==> src/rtl/mips_run_controller_if.sv <==
// mips_run_controller_if
//   Groups the two valid/ready streams of the run controller:
//     load stream : load_valid/load_ready/load_data/load_last (host -> controller)
//     dump stream : dump_valid/dump_ready/dump_data/dump_src/dump_last
//                   (controller -> sink)
//   Handshake rule for both streams: a word transfers on a rising clock edge
//   where valid and ready are both high. Once the producer raises valid, it holds
//   the valid and the payload stable until that edge. Ready may change freely.
//   The consumer ignores the payload while valid is low.
//   modport slave  : the controller side
//   modport master : the host / sink side
interface mips_run_controller_if #(
  parameter int DATA_WIDTH = 32
);
  logic                  load_valid;
  logic                  load_ready;
  logic [DATA_WIDTH-1:0] load_data;
  logic                  load_last;

  logic                  dump_valid;
  logic                  dump_ready;
  logic [DATA_WIDTH-1:0] dump_data;
  logic [1:0]            dump_src;
  logic                  dump_last;

  modport slave (
    input  load_valid, load_data, load_last, dump_ready,
    output load_ready, dump_valid, dump_data, dump_src, dump_last
  );

  modport master (
    output load_valid, load_data, load_last, dump_ready,
    input  load_ready, dump_valid, dump_data, dump_src, dump_last
  );
endinterface

==> src/rtl/mips_run_controller.sv <==
// mips_run_controller
//   Sequences a test of the single-cycle MIPS core in three phases:
//     1. Load the instruction memory from the load stream. The core is held stalled.
//     2. Run the core (cpu_run high) for run_cycles clocks.
//     3. Dump the register file and then the data memory on the dump stream.
//   Ports:
//     clock, reset_n         rising-edge clock, asynchronous active-low reset
//     start, run_cycles      start pulse (IDLE/DONE only), cycle count sampled on start
//     bus (slave)            load stream and dump stream (see mips_run_controller_if)
//     imem_we/addr/wdata     registered instruction memory write port
//     cpu_run                core clock enable
//     reg_rd_addr/data       register file debug read port (1-cycle read latency)
//     dmem_rd_addr/data      data memory debug read port (1-cycle read latency)
//     busy, done             status outputs
//     dbg_state              current FSM state encoding
//   Optional feature: define DUMP_TRAILER_EN to append a trailer word
//   (dump_src = 2). The trailer carries {loaded words, executed cycles}.
module mips_run_controller #(
  parameter int DATA_WIDTH = 32,
  parameter int IMEM_DEPTH = 256,
  parameter int REG_COUNT  = 32,
  parameter int DMEM_DEPTH = 256,
  parameter int CYC_W      = 16
) (
  input  logic                          clock,
  input  logic                          reset_n,
  input  logic                          start,
  input  logic [CYC_W-1:0]              run_cycles,
  mips_run_controller_if.slave          bus,
  output logic                          imem_we,
  output logic [$clog2(IMEM_DEPTH)-1:0] imem_addr,
  output logic [DATA_WIDTH-1:0]         imem_wdata,
  output logic                          cpu_run,
  output logic [$clog2(REG_COUNT)-1:0]  reg_rd_addr,
  input  logic [DATA_WIDTH-1:0]         reg_rd_data,
  output logic [$clog2(DMEM_DEPTH)-1:0] dmem_rd_addr,
  input  logic [DATA_WIDTH-1:0]         dmem_rd_data,
  output logic                          busy,
  output logic                          done,
  output logic [2:0]                    dbg_state
);
  localparam int IMEM_AW = $clog2(IMEM_DEPTH);
  localparam int WA_W    = IMEM_AW + 1;  // wide enough to hold IMEM_DEPTH itself
  localparam int RAW     = $clog2(REG_COUNT);
  localparam int DAW     = $clog2(DMEM_DEPTH);
  localparam int IDX_W   = (DAW > RAW) ? DAW : RAW;

  localparam logic [1:0] SRC_REG = 2'd0;
  localparam logic [1:0] SRC_MEM = 2'd1;
`ifdef DUMP_TRAILER_EN
  localparam logic [1:0] SRC_TRL = 2'd2;
  localparam int         HW      = DATA_WIDTH / 2;
`endif

  typedef enum logic [2:0] {
    st_idle     = 3'd0,
    st_load     = 3'd1,
    st_run      = 3'd2,
    st_rd_issue = 3'd3,
    st_rd_hold  = 3'd4,
    st_done     = 3'd5
  } state_t;

  state_t                  state, state_n;
  logic [WA_W-1:0]         wr_cnt;
  logic [CYC_W-1:0]        cyc_cnt;
  logic [1:0]              src, src_n;
  logic [IDX_W-1:0]        idx, idx_n, rd_idx;
  logic [DATA_WIDTH-1:0]   dump_data_q, cap_data;
  logic [1:0]              dump_src_q;
  logic                    dump_last_q, cap_last;
  logic                    load_ready_c, dump_valid_c, load_hs, dump_hs;
`ifdef DUMP_TRAILER_EN
  logic [CYC_W-1:0]        exec_cnt;
`endif

  assign load_hs = load_ready_c & bus.load_valid;
  assign dump_hs = dump_valid_c & bus.dump_ready;

  // Next dump position: registers wrap into memory (and memory into the trailer).
  always_comb begin
    src_n = src;
    idx_n = idx + IDX_W'(1);
    if (src == SRC_REG && idx == IDX_W'(REG_COUNT - 1)) begin
      src_n = SRC_MEM;
      idx_n = '0;
    end
`ifdef DUMP_TRAILER_EN
    else if (src == SRC_MEM && idx == IDX_W'(DMEM_DEPTH - 1)) begin
      src_n = SRC_TRL;
      idx_n = '0;
    end
`endif
  end

  // The debug reads have one cycle of latency. The read address must already
  // point at the next word during the handshake cycle. That way the data is
  // ready to capture when RD_ISSUE ends.
  assign rd_idx       = dump_hs ? idx_n : idx;
  assign reg_rd_addr  = rd_idx[RAW-1:0];
  assign dmem_rd_addr = rd_idx[DAW-1:0];

  always_comb begin
    cap_data = (src == SRC_MEM) ? dmem_rd_data : reg_rd_data;
`ifdef DUMP_TRAILER_EN
    if (src == SRC_TRL) cap_data = {HW'(wr_cnt), HW'(exec_cnt)};
    cap_last = (src == SRC_TRL);
`else
    cap_last = (src == SRC_MEM) && (idx == IDX_W'(DMEM_DEPTH - 1));
`endif
  end

  // FSM state register
  always_ff @(posedge clock or negedge reset_n) begin
    if (!reset_n) state <= st_idle;
    else          state <= state_n;
  end

  // FSM next state and decoded outputs
  always_comb begin
    state_n      = state;
    load_ready_c = 1'b0;
    cpu_run      = 1'b0;
    dump_valid_c = 1'b0;
    busy         = 1'b1;
    done         = 1'b0;
    case (state)
      st_idle, st_done: begin
        busy = 1'b0;
        done = (state == st_done);
        if (start) state_n = st_load;
      end
      st_load: begin
        load_ready_c = (wr_cnt < WA_W'(IMEM_DEPTH));
        if (load_hs && (bus.load_last || wr_cnt == WA_W'(IMEM_DEPTH - 1)))
          state_n = (cyc_cnt != '0) ? st_run : st_rd_issue;
      end
      st_run: begin
        cpu_run = 1'b1;
        if (cyc_cnt <= CYC_W'(1)) state_n = st_rd_issue;
      end
      st_rd_issue: state_n = st_rd_hold;
      st_rd_hold: begin
        dump_valid_c = 1'b1;
        if (bus.dump_ready) state_n = dump_last_q ? st_done : st_rd_issue;
      end
      default: state_n = st_idle;
    endcase
  end

  // Datapath: counters, imem write port, dump word registers
  always_ff @(posedge clock or negedge reset_n) begin
    if (!reset_n) begin
      wr_cnt      <= '0;
      cyc_cnt     <= '0;
      src         <= SRC_REG;
      idx         <= '0;
      imem_we     <= 1'b0;
      imem_addr   <= '0;
      imem_wdata  <= '0;
      dump_data_q <= '0;
      dump_src_q  <= '0;
      dump_last_q <= 1'b0;
`ifdef DUMP_TRAILER_EN
      exec_cnt    <= '0;
`endif
    end else begin
      imem_we <= 1'b0;
      case (state)
        st_idle, st_done: begin
          if (start) begin
            wr_cnt  <= '0;
            cyc_cnt <= run_cycles;
            src     <= SRC_REG;
            idx     <= '0;
`ifdef DUMP_TRAILER_EN
            exec_cnt <= '0;
`endif
          end
        end
        st_load: begin
          if (load_hs) begin
            imem_we    <= 1'b1;
            imem_addr  <= wr_cnt[IMEM_AW-1:0];
            imem_wdata <= bus.load_data;
            wr_cnt     <= wr_cnt + WA_W'(1);
          end
        end
        st_run: begin
          cyc_cnt <= cyc_cnt - CYC_W'(1);
`ifdef DUMP_TRAILER_EN
          exec_cnt <= exec_cnt + CYC_W'(1);
`endif
        end
        st_rd_issue: begin
          dump_data_q <= cap_data;
          dump_src_q  <= src;
          dump_last_q <= cap_last;
        end
        st_rd_hold: begin
          if (bus.dump_ready) begin
            src <= src_n;
            idx <= idx_n;
          end
        end
        default: ;
      endcase
    end
  end

  assign bus.load_ready = load_ready_c;
  assign bus.dump_valid = dump_valid_c;
  assign bus.dump_data  = dump_data_q;
  assign bus.dump_src   = dump_src_q;
  assign bus.dump_last  = dump_last_q;
  assign dbg_state      = state;
endmodule

==> src/flat_wrapper.sv <==
// flat-port wrapper written by rule: the top's interface ports become plain ports
module mips_run_controller_flat 
#(
  parameter int DATA_WIDTH = 32,
  parameter int IMEM_DEPTH = 256,
  parameter int REG_COUNT  = 32,
  parameter int DMEM_DEPTH = 256,
  parameter int CYC_W      = 16
)
  (clock, reset_n, start, run_cycles, imem_we, imem_addr, imem_wdata, cpu_run, reg_rd_addr, reg_rd_data, dmem_rd_addr, dmem_rd_data, busy, done, dbg_state, bus_load_valid, bus_load_data, bus_load_last, bus_dump_ready, bus_load_ready, bus_dump_valid, bus_dump_data, bus_dump_src, bus_dump_last);
  mips_run_controller_if #(.DATA_WIDTH(DATA_WIDTH)) bus_i ();
  input  logic clock;
  input  logic reset_n;
  input  logic start;
  input  logic [CYC_W-1:0] run_cycles;
  output logic imem_we;
  output logic [$clog2(IMEM_DEPTH)-1:0] imem_addr;
  output logic [DATA_WIDTH-1:0] imem_wdata;
  output logic cpu_run;
  output logic [$clog2(REG_COUNT)-1:0] reg_rd_addr;
  input  logic [DATA_WIDTH-1:0] reg_rd_data;
  output logic [$clog2(DMEM_DEPTH)-1:0] dmem_rd_addr;
  input  logic [DATA_WIDTH-1:0] dmem_rd_data;
  output logic busy;
  output logic done;
  output logic [2:0] dbg_state;
  input wire logic [$bits(bus_i.load_valid)-1:0] bus_load_valid;
  input wire logic [$bits(bus_i.load_data)-1:0] bus_load_data;
  input wire logic [$bits(bus_i.load_last)-1:0] bus_load_last;
  input wire logic [$bits(bus_i.dump_ready)-1:0] bus_dump_ready;
  output wire logic [$bits(bus_i.load_ready)-1:0] bus_load_ready;
  output wire logic [$bits(bus_i.dump_valid)-1:0] bus_dump_valid;
  output wire logic [$bits(bus_i.dump_data)-1:0] bus_dump_data;
  output wire logic [$bits(bus_i.dump_src)-1:0] bus_dump_src;
  output wire logic [$bits(bus_i.dump_last)-1:0] bus_dump_last;
  assign bus_i.load_valid = bus_load_valid;
  assign bus_i.load_data = bus_load_data;
  assign bus_i.load_last = bus_load_last;
  assign bus_i.dump_ready = bus_dump_ready;
  assign bus_load_ready = bus_i.load_ready;
  assign bus_dump_valid = bus_i.dump_valid;
  assign bus_dump_data = bus_i.dump_data;
  assign bus_dump_src = bus_i.dump_src;
  assign bus_dump_last = bus_i.dump_last;
  mips_run_controller #(.DATA_WIDTH(DATA_WIDTH), .IMEM_DEPTH(IMEM_DEPTH), .REG_COUNT(REG_COUNT), .DMEM_DEPTH(DMEM_DEPTH), .CYC_W(CYC_W)) u_core (.clock(clock), .reset_n(reset_n), .start(start), .run_cycles(run_cycles), .bus(bus_i), .imem_we(imem_we), .imem_addr(imem_addr), .imem_wdata(imem_wdata), .cpu_run(cpu_run), .reg_rd_addr(reg_rd_addr), .reg_rd_data(reg_rd_data), .dmem_rd_addr(dmem_rd_addr), .dmem_rd_data(dmem_rd_data), .busy(busy), .done(done), .dbg_state(dbg_state));
endmodule
==> config.mk <==
export PLATFORM = sky130hd
export DESIGN_NAME = mips_run_controller_flat
export DESIGN_NICKNAME = d
export VERILOG_FILES = /design/src/rtl/mips_run_controller_if.sv /design/src/rtl/mips_run_controller.sv /design/src/flat_wrapper.sv
export SDC_FILE = /design/constraint.sdc
export NUM_CORES = 1
export LEC_CHECK = 0
export CAP_MARGIN = 10
export CORE_MARGIN = 2
export CORE_UTILIZATION = 45
export CTS_BUF_LIST = sky130_fd_sc_hd__clkbuf_4 sky130_fd_sc_hd__clkbuf_8
export DETAILED_ROUTE_END_ITERATION = 12
export PLACE_DENSITY = 0.85
export RECOVER_POWER = 100
export SYNTH_ARGS = -nofsm -noshare
export SYNTH_HDL_FRONTEND = slang
export SYNTH_SLANG_ARGS = --single-unit
==> constraint.sdc <==
create_clock -name clock -period 3 [get_ports clock]
set_input_delay 0.9 -clock clock [delete_from_list [all_inputs] [get_ports clock]]
set_output_delay 0.9 -clock clock [all_outputs]
set_load 0.01 [all_outputs]
==> Implementation_results.wiki, run 1 <==
{| class="wikitable"
! Metric !! Value
|-
| Most used cells in the layout excluding fill and tap cells || sky130_fd_sc_hd__clkdlybuf4s50_1, sky130_fd_sc_hd__dfrtp_1, sky130_fd_sc_hd__nand2_1
|-
| Measured slew at the worst slew-check pin || about 1500 ps
|-
| Layout Nets || about 860
|-
| Worst path arrival time || ~2100 ps
|-
| Die Height || roughly 110 µm
|-
| Mapped Nets || approximately 630
|-
| DRC Markers || 0
|-
| Routed len/inst || around 17 µm
|-
| Number of clock sinks || 112
|-
| Peak VDD IR || 0.4592 mV
|-
| Maximum number of pins on one net before global-route repair || 113
|-
| Achievable clock frequency || 338.4 MHz
|-
| Worst hold path cell count || 2
|-
| Warnings, synthesis || 0
|-
| DR pass1 iterations || 5
|-
| Yosys cell types || 53
|-
| Vias after detailed routing || ~4,800
|-
| Slowest CP cell || sky130_fd_sc_hd__dlygate4sd2_1
|-
| EDFF count, synth || 0
|-
| Minimum hold slack || ~490 ps
|-
| Post-Synthesis Mean Instance Area || about 11 µm²
|-
| Worst Setup Start Kind || input pin
|-
| Number of antenna violations at the first check in global routing || 1
|-
| Gpl congestion || 0.8788
|-
| Area growth from synthesis to final layout || 48.75%
|-
| Maximum clock skew at final layout || ~13 ps
|-
| Starting density of the core || 0.4559
|-
| Post-layout total power || between 6 and 7 mW
|-
| Clock Tree Buf Depth || 2
|-
| Cell types occupying the most area after synthesis || sky130_fd_sc_hd__dfrtp_1, sky130_fd_sc_hd__mux2_2, sky130_fd_sc_hd__mux2i_1
|-
| CP Max Fanout || 3
|-
| Drt total wl || ~15 mm
|-
| Area of the mapped netlist || roughly 0.0054 mm²
|-
| Final HPWL from detailed placement || between 10 and 15 mm
|-
| Detailed Route Iter0 Violations || between 300 and 400
|-
| Total Neg Setup Slack || 0 ps
|-
| Final cell area excluding filler cells || 0.008044 mm²
|-
| Number of cell instances on the worst register-to-register path || 6
|-
| Total clock buffers created by CTS || 9
|-
| Count of final setup violators || 0
|-
| Cells after synthesis || 510
|-
| Slack of the critical path || 45.24 ps
|-
| Global route total overflow || 0
|-
| DP Cell Count || 858
|-
| Core area || between 0.01 and 0.015 mm²
|-
| Number of hold-slack violations in the final timing report || 0
|-
| Synth top area share || 0.5183
|-
| TritonCTS clock tree || built
|-
| Quantity of hold-fixing buffers added after cts || 0
|-
| Max H-tree Level || 3
|-
| Peak per-stage delay on the critical path || between 200 and 300 ps
|-
| Setup slack after placement || -667.5 ps
|-
| Clock Pin Slew Worst Setup and Hold Paths || 110 ps
|-
| Max-slew violation count || 0
|-
| Clk Latency, worst-skew pair || 380 ps
|-
| Run status || finished clean
|-
| Final antenna-violating net count || 0
|-
| Leading register cell type out of synthesis || sky130_fd_sc_hd__dfrtp_1
|-
| Vias in the first global route || a little under 5,000
|-
| Ratio of cells with drive above 1 in the final layout || 0.1678
|-
| Async SR Flop Fraction || 1.000
|-
| Pwr dens || ~800 mW/mm²
|-
| Most common library cell in the layout ignoring fill and taps || sky130_fd_sc_hd__clkdlybuf4s50_1
|-
| Num rows || 40
|-
| Total placed instance area || between 0.007 and 0.008 mm²
|-
| Worst path buffer plus inverter count || 3
|-
| Slew HR || 0.001035
|-
| Port bufs || between 200 and 250
|-
| Fraction of the core area covered by cells at the end of the flow || 0.6782
|-
| Worst min-delay path class || register to register
|-
| Number of placed I/O pins || 215
|-
| Required @ worst endpoint || roughly 2100 ps
|-
| Yosys top cell by area || sky130_fd_sc_hd__dfrtp_1
|-
| Sequential element share of the synthesized area || 0.5183
|-
| First-pass GRT wire length || roughly 24 mm
|-
| Critical Path Sink Type || output port
|-
| Post-route clock period utilization || 0.9849
|-
| Setup repair after global routing missed its margin || yes
|-
| Max-capacitance violation count || 0
|-
| Horiz. Die Dim || about 110 µm
|-
| GRT Overall Usage || 0.2303
|-
| #FFs+latches synth || ~110
|-
| Total Die Area || 0.01291 mm²
|-
| Kind of critical path || input pin to output port
|-
| Gate family responsible for the most delay along the worst path || buffers and inverters
|-
| Post-route insts no fill || around 890
|-
| Leakage power figure || roughly 3.4 nW
|-
| Detailed-route vias per instance || between 5 and 6
|-
| Cell breakdown of the critical path || clkdlybuf4s15_2 -> nand4bb_4 -> buf_4 -> a21o_1 -> o21ai_2 -> dlygate4sd2_1
|-
| Shortest clock period the worst path allows after layout || about 3000 ps
|-
| Clock Tree Root || sky130_fd_sc_hd__clkbuf_8
|-
| Logic depth of the worst setup path including buffers || 6
|}
## logic make-up (layout without fill, tap and decap cells)
logic type,count (synthesis),count (layout),synth area share
and+or+nand+nor,155,155,0.1488
DFF,112,112,0.5183
AOI/OAI and AO/OA,110,110,0.1192
muxes,78,78,0.1543
buffers and inverters,45,274,0.04003
adders and majority gates,6,6,0.01388
xor gates and xnor gates,3,3,0.004860
other,1,2,0.0006935
## worst paths after layout
path                                    startpoint                 endpoint  slack (ps)
hold reg to reg            u_core.bus.dump_data[5]  u_core.bus.dump_data[5]         490
setup reg to reg               u_core.dbg_state[0]  u_core.bus.dump_data[7]         410
setup / recovery                    bus_dump_ready           reg_rd_addr[0]          50
hold / removal             u_core.bus.dump_data[5]  u_core.bus.dump_data[5]         490
max in group asynchronous                  reset_n            u_core.src[0]        1010
min in group asynchronous                  reset_n       u_core.cyc_cnt[11]        1010
## power breakdown
group | switching (mW) | total, mW | internal [mW]
registers | 0.418 | 2.53 | 2.11
clock network | 0.517 | 0.848 | 0.331
logic | 1.38 | 3.02 | 1.64
total | 2.31 | 6.39 | 4.08
## Yosys cell counts, drive strengths merged, types with 2 or more instances
master,instances
o21ai,52
nor2,16
xnor2,2
nor4,5
a21oi,20
nand4,7
inv,8
nand2b,8
nor4b,2
nor3,5
and4,3
dfrtp,112
o211ai,6
mux2i,35
o31ai,4
a211oi,2
nand2,68
a21o,7
nor2b,2
or3,4
nand3,17
a31oi,7
mux2,43
o22ai,4
or4,5
clkbuf,23
ha,6
buf,13
o311ai,2
and3,5
## worst reg2reg max path: cells and delay by family (launching register included)
family	cells	cell delay [ps]
AOI/OAI and AO/OA	1	100
and+or+nand+nor	2	990
buffers and inverters	3	980
DFF	1	400
## timing repair
item,4_1_cts,5_1_grt
endpoints found under the setup margin,13,11
endpoints found under the hold margin,0,0
gates resized for setup,45,13
buffers inserted,9,3
pin swaps,2,0
## area by class of cell
type | instances | area, µm²
inverters | 9 | 38.79
clock buffers | 11 | 138.9
diodes | 1 | 2.502
well taps | 147 | 183.9
clock inverters | 5 | 38.79
multi-input cells | 353 | 2494
flip-flops and latches | 112 | 2804
fillers | 922 | 3817
repair buffers | 249 | 2344
## state kept, by name (all words and copies together) (netlist names)
name / cells
u_core.bus.dump_data: 32
u_core.bus.dump_last: 1
u_core.bus.dump_src: 1
u_core.cyc_cnt: 16
u_core.dbg_state: 3
u_core.idx: 8
u_core.imem_addr: 8
u_core.imem_wdata: 32
u_core.imem_we: 1
u_core.src: 1
u_core.wr_cnt: 9
## metal layers
layer  track usage  share of wire  wire length [µm]  vias to the layer above
met5             0              0                 0                        -
met4       0.09106          0.020               297                        0
met3       0.07970          0.096              1416                       28
met2        0.3912           0.51              7443                      221
met1        0.2687           0.38              5546                     2285
li1              -              -                 -                     2265
Note: power is estimated with default switching activity, not from simulation.
==> run 2: changes to the inputs <==
CELL_PAD_IN_SITES_DETAIL_PLACEMENT = 1   (was unset)
CELL_PAD_IN_SITES_GLOBAL_PLACEMENT = 2   (was unset)
CORE_UTILIZATION = 27   (was 45)
==> run 2 against run 1 <==
Clock power grew 23%. Largest cell class unchanged. Setup slack gained 36 ps. First-iteration DRC count shrank 68%. Clock skew grew 1.4 ps. Highest routed layer unchanged. Sequential share of layout area shrank 0.74 points. Utilization shrank 26 points.
==> Implementation_results.wiki, run 2 (synthesis gave the netlist of run 1 again) <==
{| class="wikitable"
! Metric !! Value
|-
| Total clock buffers created by CTS || 9 (unchanged)
|-
| Drt total wl || 16.71 mm (was 14.70 mm)
|-
| Detailed-route vias per instance || 4.772 (was 5.410)
|-
| Shortest clock period the worst path allows after layout || 2919 ps (was 2955 ps)
|-
| Measured slew at the worst slew-check pin || 1368 ps (was 1498 ps)
|-
| GRT Overall Usage || 0.1596 (was 0.2303)
|-
| Number of fill cells || 2,197 (was 922)
|-
| DP Cell Count || 978 (was 858)
|-
| Worst Hold Launch || u_core.bus.dump_data[5] (unchanged)
|-
| Kind of critical path || input pin to output port (unchanged)
|-
| Maximum number of pins on one net before global-route repair || 69 (was 113)
|-
| Worst min-delay path class || register to register (unchanged)
|-
| Layout Nets || 859 (was 858)
|-
| Clock Tree Root || sky130_fd_sc_hd__clkbuf_8 (unchanged)
|-
| Worst hold path cell count || 2 (unchanged)
|-
| Final antenna-violating net count || 0 (unchanged)
|-
| Critical R2R Capture || u_core.bus.dump_data[0] (was u_core.bus.dump_data[7])
|-
| Final cell area excluding filler cells || 0.008233 mm² (was 0.008044 mm²)
|-
| Vias after detailed routing || 4,796 (was 4,799)
|-
| Number of clock sinks || 112 (unchanged)
|-
| Max H-tree Level || 3 (unchanged)
|-
| Run status || finished clean (unchanged)
|-
| Total Neg Setup Slack || 0 ps (unchanged)
|-
| Worst Setup Start Kind || input pin (unchanged)
|-
| Most prevalent standard cell on the critical path || sky130_fd_sc_hd__clkbuf_2
|-
| Leakage power figure || 3.508 nW (was 3.439 nW)
|-
| Detailed Route Iter0 Violations || 113 (was 353)
|-
| Number of antenna violations at the first check in global routing || 2 (was 1)
|-
| Max-slew violation count || 0 (unchanged)
|-
| Vias in the first global route || 5,298 (was 4,842)
|-
| Most common library cell in the layout ignoring fill and taps || sky130_fd_sc_hd__clkdlybuf4s50_1 (unchanged)
|-
| Slowest CP cell || sky130_fd_sc_hd__clkbuf_2 (was sky130_fd_sc_hd__dlygate4sd2_1)
|-
| Port bufs || 213 (unchanged)
|-
| Global route total overflow || 0 (unchanged)
|-
| Horiz. Die Dim || 145.5 µm (was 113.6 µm)
|-
| Post-layout total power || 6.416 mW (was 6.390 mW)
|-
| Die Height || 145.5 µm (was 113.6 µm)
|-
| Cell breakdown of the critical path || clkbuf_2 -> nand4bb_4 -> clkbuf_2 -> buf_4 -> nor2_2 -> xor2_2 -> buf_2 (was clkdlybuf4s15_2 -> nand4bb_4 -> buf_4 -> a21o_1 -> o21ai_2 -> dlygate4sd2_1)
|-
| Pwr dens || 779.4 mW/mm² (was 794.4 mW/mm²)
|-
| Peak per-stage delay on the critical path || 190 ps (was 290 ps)
|-
| DRC Markers || 0 (unchanged)
|-
| Achievable clock frequency || 342.6 MHz (was 338.4 MHz)
|-
| End point of the most critical hold path || u_core.bus.dump_data[5] (unchanged)
|-
| Area growth from synthesis to final layout || 52.24% (was 48.75%)
|-
| Post-route clock period utilization || 0.9730 (was 0.9849)
|-
| Max-capacitance violation count || 0 (unchanged)
|-
| Slack of the critical path || 80.98 ps (was 45.24 ps)
|-
| Number of placed I/O pins || 215 (unchanged)
|-
| Critical Path Sink Type || output port (unchanged)
|-
| Clock Tree Buf Depth || 2 (unchanged)
|-
| Worst path arrival time || 2020 ps (was 2050 ps)
|-
| Peak VDD IR || 0.2856 mV (was 0.4592 mV)
|-
| Post-route insts no fill || 1,005 (was 887)
|-
| Count of final setup violators || 0 (unchanged)
|-
| R2R setup slack || 530 ps (was 410 ps)
|-
| Starting density of the core || 0.2760 (was 0.4559)
|-
| Setup slack after placement || -754.7 ps (was -667.5 ps)
|-
| Final HPWL from detailed placement || 12.55 mm (was 10.78 mm)
|-
| Routed len/inst || 16.62 µm (was 16.58 µm)
|-
| Total Die Area || 0.02118 mm² (was 0.01291 mm²)
|-
| Gpl congestion || 0.8174 (was 0.8788)
|-
| Num rows || 51 (was 40)
|-
| Startpoint of the worst-slack reg-to-reg timing path || u_core.dbg_state[2] (was u_core.dbg_state[0])
|-
| Maximum clock skew at final layout || 14.08 ps (was 12.67 ps)
|-
| DR pass1 iterations || 4 (was 5)
|-
| Number of hold-slack violations in the final timing report || 0 (unchanged)
|-
| Most used cells in the layout excluding fill and tap cells || sky130_fd_sc_hd__clkdlybuf4s50_1, sky130_fd_sc_hd__dfrtp_1, sky130_fd_sc_hd__dlygate4sd3_1 (was sky130_fd_sc_hd__clkdlybuf4s50_1, sky130_fd_sc_hd__dfrtp_1, sky130_fd_sc_hd__nand2_1)
|-
| Total placed instance area || 0.007908 mm² (was 0.007757 mm²)
|-
| Core area || 0.01959 mm² (was 0.01186 mm²)
|-
| Ratio of cells with drive above 1 in the final layout || 0.1637 (was 0.1678)
|-
| Number of cell instances on the worst register-to-register path || 6 (unchanged)
|-
| CP Max Fanout || 4 (was 3)
|-
| TritonCTS clock tree || built (unchanged)
|-
| Clock Pin Slew Worst Setup and Hold Paths || 110 ps (about the same)
|-
| Required @ worst endpoint || 2100 ps (about the same)
|-
| First-pass GRT wire length || 27.36 mm (was 23.52 mm)
|-
| Slew HR || 0.08577 (was 0.001035)
|-
| Clk Latency, worst-skew pair || 380 ps (about the same)
|}
[run 2: changes by cell type in the layout (fill, tap and decap cells not counted), sizes merged]
cell and change:
bufinv +2, dlygate4sd2 +1, clkdlybuf4s50 -78, buf -5, inv -2, dlygate4sd3 +78, clkbuf +5, clkinv -1
[run 2: worst max-delay path: cells and delay by family]
family                    cells  cell delay [ps]
buffers and inverters         4              640
and+or+nand+nor               2              320
xor gates and xnor gates      1              160
[run 2: worst max-delay path by stage]
stage / start / end / slack [ps] / cells past startpoint
final: bus_dump_ready / dmem_rd_addr[6] / 80 / 7
after global routing: u_core.idx[0] / dmem_rd_addr[7] / -7 / 6
after CTS: u_core.idx[1] / dmem_rd_addr[5] / 8 / 7
after detailed placement: bus_dump_ready / reg_rd_addr[2] / -750 / 6
after global placement: bus_dump_ready / dmem_rd_addr[3] / -580 / 6
after floorplan: bus_dump_ready / reg_rd_addr[2] / 130 / 6
[run 2: stage by stage]
stage / util / hold slack, ps
after global routing: 0.4203 / 522.3
final: 0.4203 / 486.0
after detailed placement: 0.4037 / 474.7
after global placement: 0.4037 / 462.6
after CTS: 0.4210 / 498.8
after floorplan: - / 506.5
[run 2: report_power, final]
| part | internal, mW | total (mW) | switching (mW) |
|---|---|---|---|
| sequential | 2.11 | 2.51 | 0.400 |
| clock | 0.504 | 1.04 | 0.533 |
| combinational | 1.47 | 2.87 | 1.41 |
| total | 4.08 | 6.42 | 2.34 |
[run 2: what timing repair did]
item | 4_1_cts | 5_1_grt
gates cloned | 0 | 0
buffers inserted | 9 | 2
endpoints found under the setup margin | 14 | 15
hold buffers | 0 | 0
pin swaps | 1 | 3
resized for setup | 45 | 15
[run 2: cell type report]
| type | instances | area [µm²] | area share |
|---|---|---|---|
| Antenna cell | 1 | 2.502 | 0.0003040 |
| Clock buffer | 11 | 145.1 | 0.01763 |
| Clock inverter | 4 | 77.57 | 0.009422 |
| Inverter | 9 | 38.79 | 0.004711 |
| Multi-Input combinational cell | 353 | 2489 | 0.3023 |
| Sequential cell | 112 | 2809 | 0.3412 |
| Tap cell | 265 | 331.6 | 0.04027 |
| Timing Repair Buffer | 250 | 2340 | 0.2842 |
[run 2: metal layers]
layer  vias to the layer above  global-route usage  wire (µm)
met1                      2358              0.1805       6648
met4                         0             0.04363        237
met3                        17             0.05862       1235
met5                         -                   0          0
met2                       154              0.2834       8586
li1                       2267                   -          -
==> run 3: changes to the inputs <==
TNS_END_PERCENT = 100   (was unset)
==> results of run 3 <==
Final layout, timing and power as in run 2 (identical DEF).
